**config.mk**
```make
export PLATFORM = sky130hd
export DESIGN_NAME = mul_div_unit_flat
export DESIGN_NICKNAME = d
export VERILOG_FILES = /design/src/rtl/mul_div_unit_if.sv /design/src/rtl/mul_div_unit.sv /design/src/flat_wrapper.sv
export SDC_FILE = /design/constraint.sdc
export NUM_CORES = 1
export LEC_CHECK = 0
export ABC_AREA = 1
export BUFFER_PORTS_ARGS = -buffer_cell sky130_fd_sc_hd__buf_2
export CAP_MARGIN = 20
export CORE_MARGIN = 10
export CORE_UTILIZATION = 46
export DETAILED_ROUTE_END_ITERATION = 12
export GPL_TIMING_DRIVEN = 0
export PLACE_DENSITY = 0.64
export SYNTH_ARGS = -nofsm -noshare
export SYNTH_HDL_FRONTEND = slang
export SYNTH_SLANG_ARGS = --single-unit
export TNS_END_PERCENT = 30
```
**constraint.sdc**
```tcl
create_clock -name clk -period 3.65 [get_ports clk]
set_input_delay 0.73 -clock clk [delete_from_list [all_inputs] [get_ports clk]]
set_output_delay 0.73 -clock clk [all_outputs]
set_load 0.01 [all_outputs]
```
**src/rtl/mul_div_unit_if.sv**
```systemverilog
`default_nettype none
// ============================================================================
//  Module   : mul_div_unit_if
//  Purpose  : Request/response bundle between the pipeline and the iterative
//             multiply/divide unit.
//  Revision : 1.0  initial release
// ============================================================================
interface mul_div_unit_if #(
  parameter int DATA_WIDTH = 32
);
  logic                  Start;
  logic [2:0]            Funct3;
  logic [DATA_WIDTH-1:0] SrcA;
  logic [DATA_WIDTH-1:0] SrcB;
  logic                  Busy;
  logic                  Done;
  logic [DATA_WIDTH-1:0] Result;

  // Requester side: issues operations, watches Busy/Done/Result.
  modport master (
    output Start, Funct3, SrcA, SrcB,
    input  Busy, Done, Result
  );

  // Unit side: accepts operations, reports status and result.
  modport slave (
    input  Start, Funct3, SrcA, SrcB,
    output Busy, Done, Result
  );
endinterface
`default_nettype wire

```
**src/rtl/mul_div_unit.sv**
```systemverilog
`default_nettype none
// ============================================================================
//  Module   : mul_div_unit
//  Purpose  : Iterative multiply / divide unit. Shift-add multiply and
//             restoring divide on operand magnitudes, one bit per cycle, with
//             sign correction applied when the result is written. Divide by
//             zero and signed overflow complete through a one-cycle fast path.
//  Revision : 1.0  initial release
// ============================================================================
module mul_div_unit #(
  parameter int DATA_WIDTH = 32
) (
  input  logic           clk,
  input  logic           reset,
  mul_div_unit_if.slave  bus
);

  localparam int         c_W    = DATA_WIDTH;
  localparam logic [5:0] c_LAST = 6'(DATA_WIDTH - 1);

  typedef enum logic [1:0] {
    S_IDLE = 2'd0,
    S_CALC = 2'd1,
    S_DONE = 2'd2
  } state_t;

  state_t           r_state;
  state_t           w_state_nxt;

  logic [2:0]       r_op;
  logic             r_neg_q;     // negate product / quotient at the end
  logic             r_neg_r;     // negate remainder at the end
  logic [5:0]       r_cnt;
  logic [2*c_W-1:0] r_x;         // mul: shifting multiplicand; div: dividend -> quotient (low half)
  logic [c_W-1:0]   r_y;         // mul: shifting multiplier;   div: divisor
  logic [2*c_W-1:0] r_acc;       // mul: partial product;       div: partial remainder (low half)
  logic [c_W-1:0]   r_result;

  logic             w_sign_a;
  logic             w_sign_b;
  logic             w_neg_a;
  logic             w_neg_b;
  logic [c_W-1:0]   w_mag_a;
  logic [c_W-1:0]   w_mag_b;
  logic             w_div_zero;
  logic             w_ovf;
  logic             w_fast;
  logic [c_W-1:0]   w_fast_res;

  logic [c_W:0]     w_shift;
  logic             w_ge;
  logic [c_W-1:0]   w_sub;
  logic [2*c_W-1:0] w_x_nxt;
  logic [c_W-1:0]   w_y_nxt;
  logic [2*c_W-1:0] w_acc_nxt;

  logic [2*c_W-1:0] w_prod;
  logic [c_W-1:0]   w_q_mag;
  logic [c_W-1:0]   w_r_mag;
  logic [c_W-1:0]   w_quo;
  logic [c_W-1:0]   w_rem;
  logic [c_W-1:0]   w_final;

  // Operand decode: signedness per op, magnitudes and fast-path detection.
  always_comb begin
    w_sign_a   = (bus.Funct3 == 3'b001) || (bus.Funct3 == 3'b010) ||
                 (bus.Funct3 == 3'b100) || (bus.Funct3 == 3'b110);
    w_sign_b   = (bus.Funct3 == 3'b001) || (bus.Funct3 == 3'b100) ||
                 (bus.Funct3 == 3'b110);
    w_neg_a    = w_sign_a & bus.SrcA[c_W-1];
    w_neg_b    = w_sign_b & bus.SrcB[c_W-1];
    w_mag_a    = w_neg_a ? (~bus.SrcA + 1'b1) : bus.SrcA;
    w_mag_b    = w_neg_b ? (~bus.SrcB + 1'b1) : bus.SrcB;
    w_div_zero = bus.Funct3[2] && (bus.SrcB == '0);
    w_ovf      = bus.Funct3[2] && !bus.Funct3[0] &&
                 (bus.SrcA == {1'b1, {(c_W-1){1'b0}}}) && (bus.SrcB == '1);
    w_fast     = w_div_zero || w_ovf;
    w_fast_res = '0;
    if (w_div_zero) begin
      w_fast_res = bus.Funct3[1] ? bus.SrcA : '1;
    end else if (w_ovf) begin
      w_fast_res = bus.Funct3[1] ? '0 : bus.SrcA;
    end
  end

  // One iteration step: shift-add for multiply, restoring subtract for divide.
  always_comb begin
    w_shift   = {r_acc[c_W-1:0], r_x[c_W-1]};
    w_ge      = (w_shift >= {1'b0, r_y});
    w_sub     = w_shift[c_W-1:0] - r_y;
    w_x_nxt   = r_x;
    w_y_nxt   = r_y;
    w_acc_nxt = r_acc;
    if (!r_op[2]) begin
      w_acc_nxt = r_y[0] ? (r_acc + r_x) : r_acc;
      w_x_nxt   = r_x << 1;
      w_y_nxt   = r_y >> 1;
    end else begin
      w_acc_nxt = {{c_W{1'b0}}, (w_ge ? w_sub : w_shift[c_W-1:0])};
      w_x_nxt   = {{c_W{1'b0}}, r_x[c_W-2:0], w_ge};
    end
  end

  // Sign correction and result selection for the final iteration.
  always_comb begin
    w_prod  = r_neg_q ? (~w_acc_nxt + 1'b1) : w_acc_nxt;
    w_q_mag = w_x_nxt[c_W-1:0];
    w_r_mag = w_acc_nxt[c_W-1:0];
    w_quo   = r_neg_q ? (~w_q_mag + 1'b1) : w_q_mag;
    w_rem   = r_neg_r ? (~w_r_mag + 1'b1) : w_r_mag;
    case (r_op)
      3'b000:                   w_final = w_prod[c_W-1:0];
      3'b001, 3'b010, 3'b011:   w_final = w_prod[2*c_W-1:c_W];
      3'b100, 3'b101:           w_final = w_quo;
      default:                  w_final = w_rem;
    endcase
  end

  // State register.
  always_ff @(posedge clk) begin
    if (reset) begin
      r_state <= S_IDLE;
    end else begin
      r_state <= w_state_nxt;
    end
  end

  // Next-state logic.
  always_comb begin
    w_state_nxt = r_state;
    case (r_state)
      S_IDLE: begin
        if (bus.Start) begin
          w_state_nxt = w_fast ? S_DONE : S_CALC;
        end
      end
      S_CALC: begin
        if (r_cnt == c_LAST) begin
          w_state_nxt = S_DONE;
        end
      end
      S_DONE:  w_state_nxt = S_IDLE;
      default: w_state_nxt = S_IDLE;
    endcase
  end

  // Datapath: operand latch, iteration registers, counter and result.
  always_ff @(posedge clk) begin
    if (reset) begin
      r_op     <= '0;
      r_neg_q  <= 1'b0;
      r_neg_r  <= 1'b0;
      r_cnt    <= '0;
      r_x      <= '0;
      r_y      <= '0;
      r_acc    <= '0;
      r_result <= '0;
    end else begin
      case (r_state)
        S_IDLE: begin
          if (bus.Start) begin
            r_op    <= bus.Funct3;
            r_neg_q <= w_neg_a ^ w_neg_b;
            r_neg_r <= w_neg_a;
            r_cnt   <= '0;
            r_x     <= {{c_W{1'b0}}, w_mag_a};
            r_y     <= w_mag_b;
            r_acc   <= '0;
            if (w_fast) begin
              r_result <= w_fast_res;
            end
          end
        end
        S_CALC: begin
          r_x   <= w_x_nxt;
          r_y   <= w_y_nxt;
          r_acc <= w_acc_nxt;
          r_cnt <= r_cnt + 6'd1;
          if (r_cnt == c_LAST) begin
            r_result <= w_final;
          end
        end
        default: begin
          r_cnt <= '0;
        end
      endcase
    end
  end

  assign bus.Busy   = (r_state != S_IDLE);
  assign bus.Done   = (r_state == S_DONE);
  assign bus.Result = r_result;

endmodule
`default_nettype wire

```
**src/flat_wrapper.sv**
```systemverilog
// flat-port wrapper written by rule: the top's interface ports become plain ports
module mul_div_unit_flat 
#(
  parameter int DATA_WIDTH = 32
)
  (clk, reset, bus_Start, bus_Funct3, bus_SrcA, bus_SrcB, bus_Busy, bus_Done, bus_Result);
  mul_div_unit_if #(.DATA_WIDTH(DATA_WIDTH)) bus_i ();
  input  logic clk;
  input  logic reset;
  input wire logic [$bits(bus_i.Start)-1:0] bus_Start;
  input wire logic [$bits(bus_i.Funct3)-1:0] bus_Funct3;
  input wire logic [$bits(bus_i.SrcA)-1:0] bus_SrcA;
  input wire logic [$bits(bus_i.SrcB)-1:0] bus_SrcB;
  output wire logic [$bits(bus_i.Busy)-1:0] bus_Busy;
  output wire logic [$bits(bus_i.Done)-1:0] bus_Done;
  output wire logic [$bits(bus_i.Result)-1:0] bus_Result;
  assign bus_i.Start = bus_Start;
  assign bus_i.Funct3 = bus_Funct3;
  assign bus_i.SrcA = bus_SrcA;
  assign bus_i.SrcB = bus_SrcB;
  assign bus_Busy = bus_i.Busy;
  assign bus_Done = bus_i.Done;
  assign bus_Result = bus_i.Result;
  mul_div_unit #(.DATA_WIDTH(DATA_WIDTH)) u_core (.clk(clk), .reset(reset), .bus(bus_i));
endmodule
```
==> results of run 1 <==
[through the flow]
step	util, %	worst slack [ps]	total power, W	setup TNS, ps
floorplan	-	0.5507	0.006134	0
global placement	49.48	-1107	0.007932	-34390
detailed placement	49.48	-1091	0.007933	-33810
CTS	54.68	-322.4	0.01121	-4399
global route	56.30	-624.6	0.01235	-14340
finish	56.30	-419.2	0.01182	-9352
[what timing repair did]
item	in CTS	in global routing
buffers inserted	64	41
endpoints found under the setup margin	45	41
pin swaps	73	68
gates resized for setup	428	155
[area by class of cell]
type                            instances  area [µm²]
Timing Repair Buffer                  207        1334
Antenna cell                            1       2.502
Multi-Input combinational cell       3585       18800
Fill cell                            5722       22960
Clock inverter                          9       106.4
Buffer                                156       674.4
Clock buffer                           33       718.2
Inverter                              737        2794
Tap cell                              688       860.8
Sequential cell                       205        4295
[how the worst min path moves through the flow]
stage / endpoint / slack (ps) / depth (start not counted)
3_3_place_gp: u_core.bus.Result[25] / 450 / 2
6_report: u_core.bus.Result[29] / 460 / 2
5_1_grt: u_core.r_y[5] / 480 / 2
3_5_place_dp: u_core.bus.Result[7] / 450 / 2
2_1_floorplan: u_core.r_y[13] / 450 / 2
4_1_cts: u_core.bus.Result[7] / 460 / 2
[layout by cell type, fill, tap and decap left out, types with 45 or more instances in the layout]
cell type / instances
nor3_1: 45
nand2_2: 123
inv_1: 698
dfxtp_1: 126
buf_4: 102
a21oi_1: 377
clkbuf_1: 115
nand2_1: 1575
nor2_4: 52
o21ai_0: 154
buf_2: 114
nand3_1: 310
nor2_1: 386
ha_1: 55
nand3_2: 67
[critical path: cells and delay by family (launching register included)]
kind	cells	cell delay (ps)
DFF	1	350
buffers and inverters	4	450
AOI/OAI and AO/OA	1	80
and+or+nand+nor	22	2730
adders and majority gates	1	300
[power breakdown]
group          leakage (nW)  total, W  switching [W]  internal (W)
registers              1.71   0.00265       0.000272       0.00238
logic                  12.3   0.00658        0.00449       0.00209
clock network         0.409   0.00259        0.00107       0.00152
[registers in the layout, indices dropped and copies added, names as in the netlist]
| signal | cells |
|---|---|
| u_core.r_acc | 64 |
| u_core.r_x | 64 |
| u_core.bus.Result | 32 |
| u_core.r_y | 32 |
| u_core.r_cnt | 6 |
| u_core.r_op | 3 |
| u_core.r_state | 2 |
| u_core.r_neg_q | 1 |
| u_core.r_neg_r | 1 |
[cell families after synthesis]
group | after synthesis | synth area share [%]
simple gates | 2747 | 46.94
buf+inv | 893 | 13.94
compound gates | 674 | 14.80
flops | 205 | 16.81
fa+ha+maj | 102 | 5.289
xor+xnor | 62 | 2.224
[per-layer routing]
metal | vias up | GRT usage (%) | part of all wire, %
li1 | 15210 | - | -
met1 | 14110 | 44.33 | 39
met2 | 1582 | 58.63 | 44
met3 | 404 | 6.577 | 9.2
met4 | 6 | 25.49 | 8.6
met5 | - | 0 | 0.028
==> qor.csv, run 1 <==
stage;metric;value;unit
global_routing;initial antenna violation count;5;
logic_synthesis;post-synth top area share;26.07;%
clocking;CTS hold repair buffers;0;
global_routing;gr usage total;36.78;%
setup_path;crit path kind;flop to flop;
setup_path;critical path startpoint category;flop;
clocking;Max Root-Sink Buffers;3;
floorplanning;Die Span X;250.4;µm
logic_synthesis;leading area contributor after synthesis;nand2_1;
floorplanning;# rows;84;
hold_path;worst hold path startpoint;u_core.bus.Result[29];
timing;Final Critical Period;4069;ps
routing;Post-DRT Antenna Nets;0;
logic_synthesis;top-count cell post-synth;nand2_1;
logic_synthesis;Cell Area, Synth;24410;µm²
global_routing;first-pass GRT wire length;177.3;mm
setup_path;Critical Path RT;4070;ps
routing;Vias per Instance;5.572;
global_routing;number of global-route vias before repair;28390;
routing;DRC violations left;0;
setup_path;CP most frequent cell;nand2_1;
clocking;Root Buffer;clkbuf_16;
place;placed cell area;26000;µm²
global_routing;pin count of the biggest net entering global routing;13;
routing;wire length per cell;21.71;µm
timing;Peak Freq;245.7;MHz
setup_path;CP peak stage delay;350;ps
clocking;clock-pin slew on the worst setup and hold paths;60;ps
outcome;status;finished with violations;
clocking;CTS tree;yes;
finish;Post-Layout Cell Count;5621;
logic_synthesis;synth warn;0;
outcome;failing checks;setup timing;
power_and_ir_drop;Worst VDD drop;0.4166;mV
timing;unrepaired setup endpoints after global routing;true;
finish;post-route cell area;29590;µm²
timing;final hold vios;0;
setup_path;Worst setup startpoint;u_core.r_y[31];
timing;worst clock skew;13.55;ps
finish;share of cells above drive strength 1;16.44;%
floorplanning;Die Area;62690;µm²
timing;Slew Limit Fails;0;
place;dpl cells;5473;
logic_synthesis;register area share after synthesis;16.81;%
setup_path;crit path DAT;4490;ps
timing;Final period util;111.5;%
timing;Hold Slack;460.2;ps
timing;relative slew slack;29.61;%
timing;Finish-stage setup viols;32;
finish;nets@finish;5090;
logic_synthesis;cell count after synthesis;4683;
setup_path;worst flop-to-flop path endpoint;u_core.bus.Result[2];
setup_path;Worst setup endpoint;u_core.bus.Result[2];
clocking;cts bufs inserted;26;
hold_path;min-delay worst type;flop to flop;
setup_path;cells on worst reg2reg path;28;
setup_path;Reg2Reg Setup Slack;-420;ps
global_routing;GRT overflow;0;
logic_synthesis;unique cell type count in the Yosys netlist;51;
routing;Vias;31320;
logic_synthesis;ys flop type;dfxtp_1;
clocking;CTS sink cnt;205;
logic_synthesis;synth top area cells;nand2_1 (26%), dfxtp_1 (17%), inv_1 (11%);
routing;Detailed Route WL;122.1;mm
clocking;clk_lat worst skew;570;ps
setup_path;slowest CP cell;dfxtp_1;
place;HPWL after DPL;99.51;mm
logic_synthesis;synthesized flop and latch total;205;
place;gpl congestion;1.113;
power_and_ir_drop;power density over the cells;399.4;nW/µm²
logic_synthesis;Post-synth ARST share;0;%
setup_path;Critical Path End Type;flop;
clocking;H-tree depth;1;
place;# port buffers;102;
timing;measured slew at the worst slew-check pin;1056;ps
routing;DRT Pass-1 Iters;6;
finish;Area Overhead vs Synth;21.19;%
logic_synthesis;Mean Syn Cell Area;5.213;µm²
floorplanning;die span in y;250.4;µm
setup_path;reg2reg start;u_core.r_y[31];
setup_path;crit path max fanout;10;
logic_synthesis;Synthesized Nets;4855;
power_and_ir_drop;Lkg Pwr;14.42;nW
logic_synthesis;commonest cells in the synthesized netlist;nand2_1 (1696), inv_1 (729), nor2_1 (443);
job;maxcap violations;0;
floorplanning;Initial Util;46.46;%
floorplanning;core area;52550;µm²
logic_synthesis;EDFF count, synth;0;
routing;drt first-iter violations;3358;
floorplanning;IO Pins;104;
timing;Worst Setup Slack, final;-419.2;ps
Power figures use the tool's default switching activity.
==> run 2, diff against run 1 <==
--- a/config.mk
+++ b/config.mk
@@ -12,7 +12,7 @@
 export CORE_UTILIZATION = 46
 export DETAILED_ROUTE_END_ITERATION = 12
 export GPL_TIMING_DRIVEN = 0
-export PLACE_DENSITY = 0.64
+export PLACE_DENSITY = 0.61
 export SYNTH_ARGS = -nofsm -noshare
 export SYNTH_HDL_FRONTEND = slang
 export SYNTH_SLANG_ARGS = --single-unit
==> constraint.sdc (replaced) <==
create_clock -name clk -period 5.23 [get_ports clk]
set_input_delay 1.046 -clock clk [delete_from_list [all_inputs] [get_ports clk]]
set_output_delay 1.046 -clock clk [all_outputs]
set_load 0.01 [all_outputs]
==> qor.csv, run 2 (synthesis gave the netlist of run 1 again) <==
stage;metric;value;unit;change
floorplanning;Die Area;62690;µm²;unchanged
finish;share of cells above drive strength 1;6.291;%;-10 points
timing;worst clock skew;33.71;ps;+20.16 ps
timing;measured slew at the worst slew-check pin;1145;ps;+89.28 ps
routing;Detailed Route WL;116.4;mm;-4.7%
power_and_ir_drop;Seq pwr share;24.7;%;+2.3 points
timing;final hold vios;0;;unchanged
setup_path;crit path max fanout;8;;-2
routing;DRT Pass-1 Iters;7;;+1
job;maxcap violations;0;;unchanged
clocking;clock-pin slew on the worst setup and hold paths;60;ps;about the same
setup_path;slowest CP cell;dfxtp_1;;
routing;wire length per cell;21.08;µm;-2.9%
timing;Worst Setup Slack, final;194.7;ps;+613.9 ps
clocking;Root Buffer;clkbuf_16;;
clocking;Post-CTS Setup Bufs;0;;-100%
timing;Finish-stage setup viols;0;;-100%
timing;Setup TNS Final;0;ps;+9352 ps
setup_path;Critical Path End Type;flop;;
floorplanning;IO Pins;104;;unchanged
floorplanning;Initial Util;46.46;%;unchanged
setup_path;critical-path cell list;inv_1 -> fa_1 -> inv_1 -> nand3_1 -> nand2_1 -> nand2_1 -> nand2_1 -> nand2_1 -> nand2_1 -> xor2_1 -> o21ai_0 -> nand2_2 -> nor2_2 -> nand2_1 -> nor2_2 -> nand2_1 -> nor2_2 -> nand2_1 -> nand2_2 -> nand2_1 -> nand3_1 -> nand4_1 -> nand2_1 -> a21oi_1;;
power_and_ir_drop;Sw Pwr;0.003623;W;-38%
clocking;H-tree depth;1;;unchanged
finish;nets@finish;4985;;-2.1%
power_and_ir_drop;Net Sw Frac;49.01;%;-0.32 points
clocking;post-cts resize count;0;;-100%
global_routing;pin count of the biggest net entering global routing;16;;+3
routing;Vias per Instance;5.523;;-0.86%
power_and_ir_drop;clock network fraction of design power;25.3;%;+3.4 points
place;worst slack, placed;182.3;ps;+1273 ps
setup_path;crit path kind;flop to flop;;
routing;Vias;30500;;-2.6%
place;HPWL after DPL;97.12;mm;-2.4%
power_and_ir_drop;internal cell power;0.003770;W;-37%
timing;Final period util;96.28;%;-15 points
clocking;CTS hold repair buffers;0;;unchanged
place;placed cell area;25790;µm²;-0.83%
routing;DRC violations left;0;;unchanged
finish;post-route cell area;26720;µm²;-9.7%
setup_path;Critical Path RT;5650;ps;+1580 ps
setup_path;critical path startpoint category;flop;;
clocking;clk_lat worst skew;580;ps;about the same
routing;Post-DRT Antenna Nets;0;;unchanged
finish;most common cell after layout, fill and taps aside;nand2_1;;
finish;fill count;6054;;+5.8%
power_and_ir_drop;power density over the cells;276.7;nW/µm²;-31%
global_routing;initial antenna violation count;4;;-1
setup_path;crit path DAT;5460;ps;+970 ps
timing;Final Critical Period;5035;ps;+966.1 ps
clocking;Max Root-Sink Buffers;3;;unchanged
clocking;cts bufs inserted;25;;-3.8%
timing;relative slew slack;23.66;%;-6.0 points
floorplanning;die span in y;250.4;µm;unchanged
global_routing;gr usage total;35.13;%;-1.6 points
power_and_ir_drop;Lkg Pwr;13.58;nW;-5.8%
hold_path;min-delay worst type;flop to flop;;
timing;Peak Freq;198.6;MHz;-19%
global_routing;number of global-route vias before repair;27110;;-4.5%
outcome;status;finished clean;;
finish;Area Overhead vs Synth;9.455;%;
finish;most frequent cells in the layout;nand2_1 (1696), inv_1 (729), nor2_1 (441);;
floorplanning;core area;52550;µm²;unchanged
clocking;CTS tree;yes;;
floorplanning;Die Span X;250.4;µm;unchanged
setup_path;CP most frequent cell;nand2_1;;
floorplanning;# rows;84;;unchanged
place;gpl congestion;1.097;;-1.4%
timing;unrepaired setup endpoints after global routing;false;;
global_routing;GRT overflow;0;;unchanged
clocking;CTS sink cnt;205;;unchanged
power_and_ir_drop;Comb pwr share;49.9;%;-5.8 points
finish;utilization after layout;50.85;%;-5.5 points
power_and_ir_drop;Worst VDD drop;0.2605;mV;-37%
place;# port buffers;102;;unchanged
setup_path;CP peak stage delay;580;ps;+230 ps
timing;Slew Limit Fails;0;;unchanged
finish;Top Registers;u_core.r_acc: 64 flops, u_core.r_x: 64 flops;;
routing;drt first-iter violations;3358;;unchanged
global_routing;first-pass GRT wire length;169.1;mm;-4.7%
==> run 2: critical path, delay by kind of cell (launching register included) <==
kind                     cells  cell delay (ps)
adder cells (fa/ha/maj)      1              470
AO/OA/AOI/OAI                2              380
buffers and inverters        2              420
XOR/XNOR                     1              130
flip-flops                   1              580
AND/OR/NAND/NOR             18             2890
==> run 2: final cells by class <==
type	count	area (µm²)	area share [%]
Clock buffer	27	653.1	2.444
Multi-Input combinational cell	3585	16930	63.34
Tap cell	688	860.8	3.221
Clock inverter	19	224.0	0.8381
Buffer	156	636.9	2.383
Antenna cell	1	2.502	0.009364
Inverter	737	2766	10.35
Timing Repair Buffer	103	521.8	1.952
Sequential cell	205	4130	15.46
==> run 2: final timing paths <==
check        depth (start not counted)             startpoint  slack [ps]                     to
min                                  2  u_core.bus.Result[31]         460  u_core.bus.Result[31]
max reg2reg                         24          u_core.r_x[1]         190   u_core.bus.Result[4]
max                                 24          u_core.r_x[1]         190   u_core.bus.Result[4]
min reg2reg                          2  u_core.bus.Result[31]         460  u_core.bus.Result[31]
==> run 2: power groups by stage <==
| stage | combinational, W | sequential (W) | clock (W) |
|---|---|---|---|
| floorplan | 0.00248 | 0.00176 | 0 |
| global placement | 0.00355 | 0.00185 | 0 |
| detailed placement | 0.00355 | 0.00185 | 0 |
| CTS | 0.00357 | 0.00181 | 0.00189 |
| global route | 0.00403 | 0.00182 | 0.00194 |
| finish | 0.00369 | 0.00183 | 0.00187 |
==> run 2: metal layers <==
layer	routed length, µm	track usage [%]	vias to the layer above	part of all wire (%)
li1	-	-	15000	-
met1	45970	42.90	13580	40
met2	50090	55.36	1538	43
met3	10560	5.895	371	9.1
met4	9720	24.89	4	8.4
met5	24	0	-	0.021
==> run 2: per-stage QoR <==
stage,total power (W),std cells,hold WS (ps)
4_1_cts,0.007273,5519,462.6
6_report,0.007393,5521,462.5
5_1_grt,0.007797,5520,476.9
2_1_floorplan,0.004241,4683,445.3
3_5_place_dp,0.005400,5473,454.7
3_3_place_gp,0.005397,5473,451.3
